$ cat config.mk
export PLATFORM = sky130hd
export DESIGN_NAME = rc_read_tag_scheduler
export DESIGN_NICKNAME = d
export VERILOG_FILES = /design/src/rtl/rc_read_tag_scheduler.sv
export SDC_FILE = /design/constraint.sdc
export NUM_CORES = 1
export LEC_CHECK = 0
export CORE_UTILIZATION = 30
export DETAILED_ROUTE_END_ITERATION = 8
export GPL_ROUTABILITY_DRIVEN = 0
export PLACE_DENSITY = 0.52
export REMOVE_ABC_BUFFERS = 1
export SKIP_LAST_GASP = 1
export SYNTH_ARGS = -nofsm -noshare
export SYNTH_HDL_FRONTEND = slang
export SYNTH_SLANG_ARGS = --single-unit
$ cat constraint.sdc
create_clock -name user_clk_i -period 4.95 [get_ports user_clk_i]
set_input_delay 0.495 -clock user_clk_i [delete_from_list [all_inputs] [get_ports user_clk_i]]
set_output_delay 0.495 -clock user_clk_i [all_outputs]
set_load 0.02 [all_outputs]
$ cat src/rtl/rc_read_tag_scheduler.sv
`default_nettype none
// ============================================================================
// Module      : rc_read_tag_scheduler
// Description : Round-robin arbiter for DMA read requests. It allocates a
//               unique PCIe tag to each read, records the owner of every
//               outstanding tag, routes completion headers to the owning
//               requester and frees the tag on the last completion.
// Revision    : 1.0 - initial release
// ============================================================================
module rc_read_tag_scheduler #(
    parameter int NREQ      = 2,
    parameter int TAG_WIDTH = 5
) (
    input  logic                 user_clk_i,
    input  logic                 user_reset_i,
    input  logic [NREQ-1:0]      req_valid_i,
    output logic [NREQ-1:0]      req_ready_o,
    output logic                 rq_valid_o,
    input  logic                 rq_ready_i,
    output logic [TAG_WIDTH-1:0] rq_tag_o,
    output logic [2:0]           rq_src_o,
    input  logic                 cpl_valid_i,
    input  logic [TAG_WIDTH-1:0] cpl_tag_i,
    input  logic [2:0]           cpl_status_i,
    input  logic [11:0]          cpl_bytecnt_i,
    input  logic [9:0]           cpl_dwlen_i,
    input  logic [1:0]           cpl_lowaddr_i,
    output logic                 cpl_dst_valid_o,
    output logic [2:0]           cpl_dst_o,
    output logic                 cpl_final_o,
    output logic                 cpl_err_o,
    output logic [TAG_WIDTH:0]   tags_free_o
);

    localparam int NTAGS = 2**TAG_WIDTH;

    // Tag pool state
    logic [NTAGS-1:0]     busy_q;
    logic [NTAGS-1:0]     busy_d;
    logic [2:0]           owner_q [NTAGS];
    logic [TAG_WIDTH:0]   tags_free_q;
    logic [TAG_WIDTH:0]   tags_free_d;

    // Arbitration state
    logic [2:0]           rr_q;
    logic [2:0]           rr_d;

    // Output register
    logic                 rq_valid_q;
    logic [TAG_WIDTH-1:0] rq_tag_q;
    logic [2:0]           rq_src_q;

    // Completion result registers
    logic                 cpl_dst_valid_q;
    logic [2:0]           cpl_dst_q;
    logic                 cpl_final_q;
    logic                 cpl_err_q;

    // Combinational decisions
    logic                 free_found;
    logic [TAG_WIDTH-1:0] free_tag;
    logic                 win_found;
    logic [2:0]           win_idx;
    int                   win_dist;
    int                   cand_dist;
    logic                 grant_ok;
    logic [12:0]          bytes_rem;
    logic [12:0]          dw_bytes;
    logic [13:0]          bytes_end;
    logic                 cpl_last;
    logic                 cpl_tag_busy;
    logic                 cpl_hit;
    logic                 cpl_free;

    // Lowest-index free tag, taken from the busy vector before this cycle's release
    always_comb begin
        free_found = 1'b0;
        free_tag   = '0;
        for (int t = NTAGS - 1; t >= 0; t--) begin
            if (!busy_q[t]) begin
                free_found = 1'b1;
                free_tag   = TAG_WIDTH'(t);
            end
        end
    end

    // Round-robin winner: smallest rotated distance from rr among valid requesters
    always_comb begin
        win_found = 1'b0;
        win_idx   = '0;
        win_dist  = NREQ;
        cand_dist = 0;
        for (int i = 0; i < NREQ; i++) begin
            cand_dist = (i >= int'(rr_q)) ? (i - int'(rr_q)) : (i + NREQ - int'(rr_q));
            if (req_valid_i[i] && (cand_dist < win_dist)) begin
                win_dist  = cand_dist;
                win_found = 1'b1;
                win_idx   = 3'(i);
            end
        end
    end

    // Grant only when a tag is available and the output slot is empty or draining;
    // grants are suppressed while reset is held so no handshake is lost.
    always_comb begin
        grant_ok = win_found && free_found && (!rq_valid_q || rq_ready_i) && !user_reset_i;
        for (int i = 0; i < NREQ; i++) begin
            req_ready_o[i] = grant_ok && (win_idx == 3'(i));
        end
        rr_d = (win_idx == 3'(NREQ - 1)) ? 3'd0 : (win_idx + 3'd1);
    end

    // Last-completion detection with 0-encodes-max fields and 14-bit compare
    always_comb begin
        bytes_rem    = (cpl_bytecnt_i == 12'd0) ? 13'd4096 : {1'b0, cpl_bytecnt_i};
        dw_bytes     = (cpl_dwlen_i == 10'd0) ? 13'd4096 : {1'b0, cpl_dwlen_i, 2'b00};
        bytes_end    = {1'b0, bytes_rem} + {12'd0, cpl_lowaddr_i};
        cpl_last     = (cpl_status_i != 3'b000) || (bytes_end <= {1'b0, dw_bytes});
        cpl_tag_busy = busy_q[cpl_tag_i];
        cpl_hit      = cpl_valid_i && cpl_tag_busy;
        cpl_free     = cpl_hit && cpl_last;
    end

    // Next busy vector and free count; allocation and release never touch the same tag
    always_comb begin
        busy_d = busy_q;
        if (grant_ok) begin
            busy_d[free_tag] = 1'b1;
        end
        if (cpl_free) begin
            busy_d[cpl_tag_i] = 1'b0;
        end
        tags_free_d = tags_free_q - {{TAG_WIDTH{1'b0}}, grant_ok} + {{TAG_WIDTH{1'b0}}, cpl_free};
    end

    // Tag pool, owner table, free counter and round-robin pointer
    always_ff @(posedge user_clk_i or posedge user_reset_i) begin
        if (user_reset_i) begin
            busy_q      <= '0;
            tags_free_q <= (TAG_WIDTH + 1)'(NTAGS);
            rr_q        <= 3'd0;
            for (int t = 0; t < NTAGS; t++) begin
                owner_q[t] <= 3'd0;
            end
        end else begin
            busy_q      <= busy_d;
            tags_free_q <= tags_free_d;
            if (grant_ok) begin
                owner_q[free_tag] <= win_idx;
                rr_q              <= rr_d;
            end
        end
    end

    // Request output register: loads on grant, holds until drained
    always_ff @(posedge user_clk_i or posedge user_reset_i) begin
        if (user_reset_i) begin
            rq_valid_q <= 1'b0;
            rq_tag_q   <= '0;
            rq_src_q   <= 3'd0;
        end else if (grant_ok) begin
            rq_valid_q <= 1'b1;
            rq_tag_q   <= free_tag;
            rq_src_q   <= win_idx;
        end else if (rq_ready_i) begin
            rq_valid_q <= 1'b0;
        end
    end

    // Completion routing results, one cycle after the header beat
    always_ff @(posedge user_clk_i or posedge user_reset_i) begin
        if (user_reset_i) begin
            cpl_dst_valid_q <= 1'b0;
            cpl_dst_q       <= 3'd0;
            cpl_final_q     <= 1'b0;
            cpl_err_q       <= 1'b0;
        end else begin
            cpl_dst_valid_q <= cpl_hit;
            cpl_final_q     <= cpl_free;
            cpl_err_q       <= cpl_valid_i && !cpl_tag_busy;
            if (cpl_hit) begin
                cpl_dst_q <= owner_q[cpl_tag_i];
            end
        end
    end

    assign rq_valid_o      = rq_valid_q;
    assign rq_tag_o        = rq_tag_q;
    assign rq_src_o        = rq_src_q;
    assign cpl_dst_valid_o = cpl_dst_valid_q;
    assign cpl_dst_o       = cpl_dst_q;
    assign cpl_final_o     = cpl_final_q;
    assign cpl_err_o       = cpl_err_q;
    assign tags_free_o     = tags_free_q;

endmodule
`default_nettype wire

Word-level counts from Yosys, hierarchy flattened

Cells that the tools add are included.

Register bits: 152
Bits of input ports: 38
Word-level logic and storage cells: 180

Add/subtract/negate cells: 8
$lt $le $gt $ge: 12
Equal/unequal tests: 1
Muxes and demuxes: 89
Bitwise gates (word level): 5
Reduce and logical (&&, ||, !) cells: 23

Operators with widths:

| operator                                                           | number |
|---|---|
| 2-to-1 mux 32 bit                                                  | 5 |
| 2-to-1 mux 5 bit                                                   | 32 |
| bitwise mux 96 bit                                                 | 1 |
| 2-to-1 mux 1 bit                                                   | 40 |
| bitwise AND 32 bit                                                 | 1 |
| less-than comparator 32 x 3 -> 1 bit (second input constant)       | 1 |
| less-than comparator 32 bit                                        | 1 |
| NOT 32 bit                                                         | 1 |
| bitwise OR 32 bit                                                  | 1 |
| 2-to-1 mux 13 bit                                                  | 2 |
| binary-select mux 3 bit (select 5 bit)                             | 1 |
| demux 3 bit (select 5 bit)                                         | 1 |
| adder 13 x 2 -> 14 bit                                             | 1 |
| <= comparator 14 x 13 -> 1 bit                                     | 1 |
| logical AND 1 bit                                                  | 13 |
| greater-or-equal comparator 6 bit (second input constant)          | 2 |
| logical NOT 12 bit                                                 | 1 |
| less-than comparator 5 x 6 -> 1 bit (second input constant)        | 2 |
| 2-to-1 mux 3 bit                                                   | 4 |
| NOT 5 -> 6 bit                                                     | 2 |
| demux 1 bit (select 5 bit)                                         | 2 |
| greater-or-equal comparator 5 x 1 -> 1 bit (second input constant) | 2 |
| logical NOT 10 bit                                                 | 1 |
| subtractor 1 x 3 -> 4 bit (first input constant)                   | 2 |
| other kinds (13)                                                   | 18 |

Logic depth before layout (Yosys ltp)

Gate-level depths: netlist (run 1).

Depth after elaboration: 40
Gate-level depth with buffers: 20
Mapped depth without buffers: 19

Worst setup path before layout (run 1)

OpenSTA, ideal clock, no wires.

Kind: input port to flip-flop
Start point: input cpl_bytecnt_i[0]
End point: register tags_free_q[4], in the netlist tags_free_o[4]
Arrival time: 4.169 ns
Required time: 4.870 ns
Setup slack: 0.701 ns
Cell stages on the path: 18
Buffers on the path: 1
Path through: clkbuf_1 -> ha_1 -> fa_1 -> and3_1 -> and3_1 -> nand3_1 -> xnor2_1 -> ha_1 -> nand2_1 -> nor3_1 -> a2111oi_0 -> a21boi_4 -> xor2_1 -> ha_1 -> fa_1 -> a21o_1 -> a21oi_1 -> xnor2_1

Word-level cells in the longest chain between the ends: 7

RTL lines:

| what                             | RTL line | source |
|---|---|---|
| start: declaration               | 25       | `input logic [11:0] cpl_bytecnt_i,` |
| logical NOT 12 bit               | 115      | `bytes_rem = (cpl_bytecnt_i == 12'd0) ? 13'd4096 : {1'b0, cpl_bytecnt_i};` |
| 2-to-1 mux 13 bit *              | 115      |  |
| adder 13 x 2 -> 14 bit *         | 117      | `bytes_end = {1'b0, bytes_rem} + {12'd0, cpl_lowaddr_i};` |
| <= comparator 14 x 13 -> 1 bit * | 118      | `cpl_last = (cpl_status_i != 3'b000) \|\| (bytes_end <= {1'b0, dw_bytes});` |
| logical OR 1 bit *               | 118      |  |
| logical AND 1 bit *              | 121      | `cpl_free = cpl_hit && cpl_last;` |
| via cpl_free                     | 73       | `logic cpl_free;` |
| adder 6 x 1 -> 6 bit *           | 133      | `tags_free_d = tags_free_q - {{TAG_WIDTH{1'b0}}, grant_ok} + {{TAG_WIDTH{1'b0}}, cpl_free};` |
| via tags_free_d[4]               | 42       | `logic [TAG_WIDTH:0] tags_free_d;` |
| end signal: assignment           | 140      | `tags_free_q <= (TAG_WIDTH + 1)'(NTAGS);` |
| end signal: assignment           | 147      | `tags_free_q <= tags_free_d;` |
| end: declaration                 | 41       | `logic [TAG_WIDTH:0] tags_free_q;` |

The timed path passes the listed nets; every way through them passes the cells marked *.
A chain may end at the register's enable or synchronous reset.

Final worst setup path (run 1)

Start point: input cpl_bytecnt_i[0]
End point: register tags_free_q[5], in the netlist tags_free_o[5]

Same word-level chain as after synthesis.

==> results.yml, run 1 <==
timing:
  slew_headroom_pct: 37.4
  fin_hold_ws_ps: 495
  tightest_slew_ps: 937
  finalHoldViolations: 0
  rsz0062_at_grt: "no"
  achievable-frequency_ghz: 0.215
  post-route-period-util_pct: 93.8
  finalSetupTns_ps: 0
  final.min_clock_period_ps: 4640
  slew_violations: 0
  timing.clock.skew_ps: 8.30
  setup-violations-final: 0
die:
  initial_utilization_pct: 31.1
  design.portCount: 61
  standard_cell_rows: 46
  placeableCoreArea_um2: 16100
  die_h_um: 131
  die_area_um2: 17300
  die_x_um: 131
cells_and_area:
  area_growth_from_synthesis_to_final_layout_pct: 21.6
  fillers: 1593
  final_net_count: 582
  finalCoreUtilization_pct: 37.9
  share_of_post_route_cells_with_drive_strength_above_1_pct: 16.1
  antenna_cells: 0
  finish.cell_count_without_fillers: 745
  final_design_area_no_fill_um2: 6100
critical_path:
  worst_setup_path_end_kind: "flop"
  cp.arrival_ps: 4910
  worstSetupPathType: "in2reg"
  required_ps: 5220
  number_of_cells_traversed_by_the_worst_register_to_register_path: 7
  critical_path_peak_fanout: 8
  timing.critical_path.from_type: "input port"
  worst_r2r_startpoint: "busy_q[12]"
  worstSetupStartpoint: "cpl_bytecnt_i[0]"
clock_network:
  holdBufCountCts: 0
  cts_post_setup_buffers_inserted: 0
  clock_sinks: 82
  cts_max_level: 3
  postCtsResizedCells: 0
  clk_latency_ps: 350
  clock_path_buffers: 2
  root_buffer: "clkbuf_16"
  cts_buffers: 9
  cts.clk_slew.worst_paths_ps: 60
  cts_tree: "done"
routing:
  detail-route-antenna-nets: 0
  detail_route.drc_violations: 0
  drtPass1Iterations: 5
  routedWlPerCell_um: 18.8
  dr_total_vias: 3998
  detail_route.wirelength_um: 14000
  vias_per_cell: 5.37
  first_iter_violations: 238
yosys:
  synth_enable_flop_cells: 0
  dominant_combinational_cell_family_by_area_after_synthesis: "multiplexers"
  post_synthesis_adder_cell_area_fraction_pct: 5.29
  synth_simple_gate_area_share_pct: 16.3
  ys_types: 61
  synth_sequential_area_ratio_pct: 40.9
  async_flop_share_pct: 100
  synth-main-ff-cell: "dfrtp_1"
  post_synthesis_register_bit_count: 82
  mux_contribution_to_synthesized_area_pct: 16.5
  syn_area_per_cell_um2: 10.6
  syn_inst: 473
  yosys_warnings: 0
  mappedNetlistArea_um2: 5020
  synth_compound_gate_area_share_pct: 13.7
  yosys.area_share.xor_xnor_pct: 2.79
global_route:
  gr-usage-met3_pct: 3.43
  first_global_vias: 4074
  grt.met1_usage_pct: 23.0
  antenna_found_initial: 0
  grt_first_pass_wirelength_um: 22900
  gr-usage-all-layers_pct: 17.1
  pin_count_of_the_biggest_net_entering_global_routing: 46
  grtUsageMet2_pct: 26.7
  grt_overflow_total: 0
  top_usage_layer: "met2"
place:
  place_area_um2: 5780
  placement.io_buffers: 56
  place.detailed.instances: 729
  dpl.hpwl_um: 10000
power_and_ir_drop:
  peak_vdd_ir_v: 0.000310
  power.leakage_nw: 2.58
  cellPowerDensity_nw_per_um2: 464
status:
  result_of_the_run: "finished clean"
worst_hold_path:
  timing.hold.worst.start: "owner_q[87]"
  worstHoldPathType: "reg2reg"
  worst_hold_path.num_cells: 1
flow_run:
  timing.max_cap.violations: 0
==> worst max-delay path, cell delays in order <==
cell and delay, ps:
clkdlybuf4s50_1 430, ha_1 220, fa_1 400, and3_1 220
and3_1 230, nand3_1 120, xnor2_1 140, ha_1 250
nand2_1 80, nor3_1 80, a2111oi_0 710, a21boi_4 210
nand2b_1 250, ha_1 310, a21o_1 150, a21oi_1 220
o21bai_1 90, a21oi_1 170, xnor2_1 150
==> area by class of cell <==
cell class / count / area (um2) / area share (%)
multi-input combinational: 344 / 2760 / 45.2
sequential: 82 / 2050 / 33.7
timing repair buffer: 62 / 606 / 9.93
tap: 216 / 270 / 4.43
clock buffer: 9 / 225 / 3.69
inverter: 25 / 95.1 / 1.56
clock inverter: 7 / 93.8 / 1.54
==> per-stage QoR <==
stage	power, mW	worst slack, ps
final	2.83	306
after detailed placement	2.12	-59.0
after global placement	2.09	116
after global routing	3.00	20.5
after floorplan	1.67	768
after CTS	2.84	294
==> layer usage <==
layer | routed length (um) | up-vias | share of wire, %
met5 | 0 | - | 0
li1 | - | 1844 | -
met4 | 329 | 0 | 2.4
met1 | 6540 | 1986 | 47
met3 | 724 | 22 | 5.2
met2 | 6380 | 146 | 46
==> cells in the mapped netlist (7+ instances only) <==
library cell	n	area share, %
nand2_1	35	2.6
nand4_1	11	1.4
a2bb2oi_1	21	3.7
nor4_1	7	0.87
inv_1	25	1.9
mux2_1	7	1.6
clkbuf_1	11	0.82
nor2b_1	12	1.5
nor3_1	13	1.3
mux2_2	32	7.2
nand3_1	15	1.5
dfrtp_1	81	40
mux4_2	16	7.2
nor2_1	36	2.7
ha_1	18	4.5
buf_2	7	0.70
a21oi_1	16	1.6
xnor2_1	10	1.7
==> cells in the final DEF, fill, tap and decap left out, drive strengths merged, types with 5 or more instances in the layout <==
| master | instances |
|---|---|
| a21oi | 16 |
| a2bb2oi | 21 |
| a31oi | 5 |
| and2 | 6 |
| and3 | 6 |
| buf | 6 |
| clkbuf | 9 |
| clkdlybuf4s50 | 56 |
| dfrtp | 81 |
| ha | 18 |
| inv | 24 |
| mux2 | 39 |
| mux4 | 16 |
| nand2 | 36 |
| nand3 | 16 |
| nand4 | 11 |
| nor2 | 36 |
| nor2b | 12 |
| nor3 | 14 |
| nor4 | 9 |
| o21a | 6 |
| o21ai | 6 |
| o22a | 5 |
| xnor2 | 10 |
| xor2 | 6 |
==> kinds of logic (layout without fill, tap and decap cells) <==
logic type,after synthesis,after routing
compound gates,89,89
fa+ha+maj,20,20
other cells,1,4
simple gates,157,157
buf+inv,50,103
flops,82,82
mux,58,58
xor+xnor,16,16
==> report_power, final <==
| part | leakage (nW) | switching (mW) | internal (mW) | total (mW) |
|---|---|---|---|---|
| sequential | 1.06 | 0.147 | 0.833 | 0.981 |
| combinational | 1.36 | 0.649 | 0.478 | 1.13 |
| clock | 0.151 | 0.280 | 0.440 | 0.721 |
| total | 2.58 | 1.08 | 1.75 | 2.83 |
==> registers in the layout, summed over array words and instances, names as in the netlist <==
name	cells
busy_q	32
owner_q	32
tags_free_o	6
rq_tag_o	5
cpl_dst_o	1
cpl_dst_valid_o	1
cpl_err_o	1
cpl_final_o	1
rq_src_o	1
rq_valid_o	1
rr_q	1
==> final timing paths <==
path | to | slack, ps
max | tags_free_o[5] | 310
min | owner_q[87] | 490
max reg2reg | owner_q[24] | 1690
min reg2reg | owner_q[87] | 490
max in group asynchronous | busy_q[13] | 3340
min in group asynchronous | rq_tag_o[1] | 580
No activity file was read; power rests on OpenSTA's default activity.
==> run 2: changes to the inputs <==
- SLEW_MARGIN: not set -> 10
- clock period: 4.95 -> 5.22 ns (I/O delays scaled with it)
==> run 2 against run 1 <==
First-iteration DRC count grew 29%. Sequential power shrank 4.9%. Non-clock buffer count up 1. Utilization decreased by 0.17 points. Sequential share of layout area is 0.15 points higher. Flip-flop and latch count unchanged. Global-route usage increased by 0.066 points. Critical endpoint unchanged.
==> results.yml, run 2 (synthesized netlist as in run 1, its figures left out) <==
global_route:
  first_global_vias: 4067
  antenna_found_initial: 0
  pin_count_of_the_biggest_net_entering_global_routing: 46
  grt_overflow_total: 0
  gr-usage-all-layers_pct: 17.2
  grt_first_pass_wirelength_um: 23100
timing:
  finalSetupTns_ps: 0
  slew_headroom_pct: 38.6
  rsz0062_at_grt: "no"
  final.min_clock_period_ps: 4740
  timing.clock.skew_ps: 3.81
  finalHoldViolations: 0
  setup-violations-final: 0
  achievable-frequency_ghz: 0.211
  tightest_slew_ps: 920
  fin_hold_ws_ps: 484
  slew_violations: 0
  post-route-period-util_pct: 90.8
clock_network:
  holdBufCountCts: 0
  root_buffer: "clkbuf_16"
  cts_buffers: 9
  clock_sinks: 82
  cts_max_level: 3
  clock_path_buffers: 2
  cts.clk_slew.worst_paths_ps: 60
  clk_latency_ps: 340
  cts_tree: "done"
  cts_post_setup_buffers_inserted: 0
  postCtsResizedCells: 0
die:
  design.portCount: 61
  initial_utilization_pct: 31.1
  standard_cell_rows: 46
  die_x_um: 131
  placeableCoreArea_um2: 16100
  die_h_um: 131
  die_area_um2: 17300
cells_and_area:
  final_design_area_no_fill_um2: 6070
  mostFrequentLayoutCells: "dfrtp_1 (81), clkdlybuf4s50_1 (56), nor2_1 (36), nand2_1 (35), mux2_2 (32)"
  antenna_cells: 0
  area_growth_from_synthesis_to_final_layout_pct: 21.0
  final_net_count: 583
  commonest_non_fill_non_tap_cell_in_the_layout: "dfrtp_1"
  fillers: 1602
  share_of_post_route_cells_with_drive_strength_above_1_pct: 15.8
critical_path:
  cp_slowest_stage_delay_ps: 690
  cp.arrival_ps: 5000
  worstSetupPathType: "in2reg"
  worst_setup_path_end_kind: "flop"
  required_ps: 5480
  timing.critical_path.from_type: "input port"
  critical_path_peak_fanout: 8
  buffering_stage_count_on_the_worst_path_with_inverters_included: 1
  cp_cell_sequence: "clkdlybuf4s50_1 -> ha_1 -> fa_1 -> and3_1 -> and3_1 -> nand3_1 -> xnor2_1 -> ha_1 -> nand2_1 -> nor3_1 -> a2111oi_0 -> a21boi_4 -> nand2b_1 -> ha_1 -> a21o_1 -> a21oi_1 -> o21bai_1 -> a21oi_1 -> xnor2_1"
  critPathSlowestCell: "a2111oi_0"
  path_common_cell: "ha_1"
  crit_family: "compound AO/OA/AOI/OAI gates"
routing:
  detail_route.drc_violations: 0
  detail-route-antenna-nets: 0
  first_iter_violations: 306
  routedWlPerCell_um: 18.7
  dr_total_vias: 4001
  vias_per_cell: 5.36
  drtPass1Iterations: 4
  detail_route.wirelength_um: 14000
power_and_ir_drop:
  peak_vdd_ir_v: 0.000252
  power.leakage_nw: 2.57
  pwr-share-comb_pct: 40.9
  switching_power_mw: 0.999
  power_total_mw: 2.60
  p_int_mw: 1.60
  pwr-share-clk_pct: 23.2
  power.share.sequential_pct: 35.8
  cellPowerDensity_nw_per_um2: 429
  switching_share_pct: 38.4
status:
  result_of_the_run: "finished clean"
place:
  placement.io_buffers: 56
  place_area_um2: 5790
  dpl.hpwl_um: 10100
flow_run:
  timing.max_cap.violations: 0
worst_hold_path:
  worstHoldPathType: "reg2reg"
run 2: metrics by stage:
step                      util [%]  setup WS (ps)  std cells
final                         37.7            482        746
after global routing          37.7           69.1        746
after CTS                     37.7            485        746
after detailed placement      35.9            132        730
after global placement        35.9            364        730
after floorplan                  -           1010        451
run 2: worst register-to-register path, cell delays in order (launching register included):
cell and delay [ps]:
dfrtp_1 460, nand2_1 120, and3_1 190, or4_1 530
o22ai_2 720, nand2_2 360, nor4_2 490, mux2_1 360
run 2: power by group through the flow:
stage	logic (mW)	clock network (mW)	registers, mW
floorplan	0.631	0	0.950
global placement	1.05	0	0.931
detailed placement	1.07	0	0.937
CTS	1.07	0.623	0.929
finish	1.07	0.605	0.933
global route	1.16	0.646	0.953
run 2: path summary, 6_finish.rpt:
check	end	cells past startpoint	slack, ps	startpoint
setup / recovery	tags_free_o[5]	19	480	cpl_bytecnt_i[0]
hold / removal	owner_q[3]	1	480	owner_q[3]
setup reg to reg	owner_q[24]	7	1880	busy_q[13]
hold reg to reg	owner_q[3]	1	480	owner_q[3]
max in group asynchronous	owner_q[54]	3	3560	user_reset_i
min in group asynchronous	rq_tag_o[1]	2	620	user_reset_i
run 2: per-layer routing:
layer / share of wire (%) / track usage (%) / vias to the layer above
met1: 47 / 23.9 / 2008
met3: 4.6 / 2.89 / 21
met5: 0 / 0 / -
li1: - / - / 1842
met4: 2.1 / 6.46 / 0
met2: 46 / 26.7 / 130
run 2: cell type report:
cell class                      count  area (um2)  area share [%]
Inverter                           25        95.1            1.57
Clock buffer                       14         274            4.51
Multi-Input combinational cell    344        2760            45.4
Clock inverter                      2        10.0           0.165
Timing Repair Buffer               63         613            10.1
Tap cell                          216         270            4.45
Sequential cell                    82        2050            33.8
==> run 3: changes to the inputs <==
- SLEW_MARGIN: 10 -> 20
==> results of run 3 <==
Final layout, timing and power as in run 2 (identical DEF).
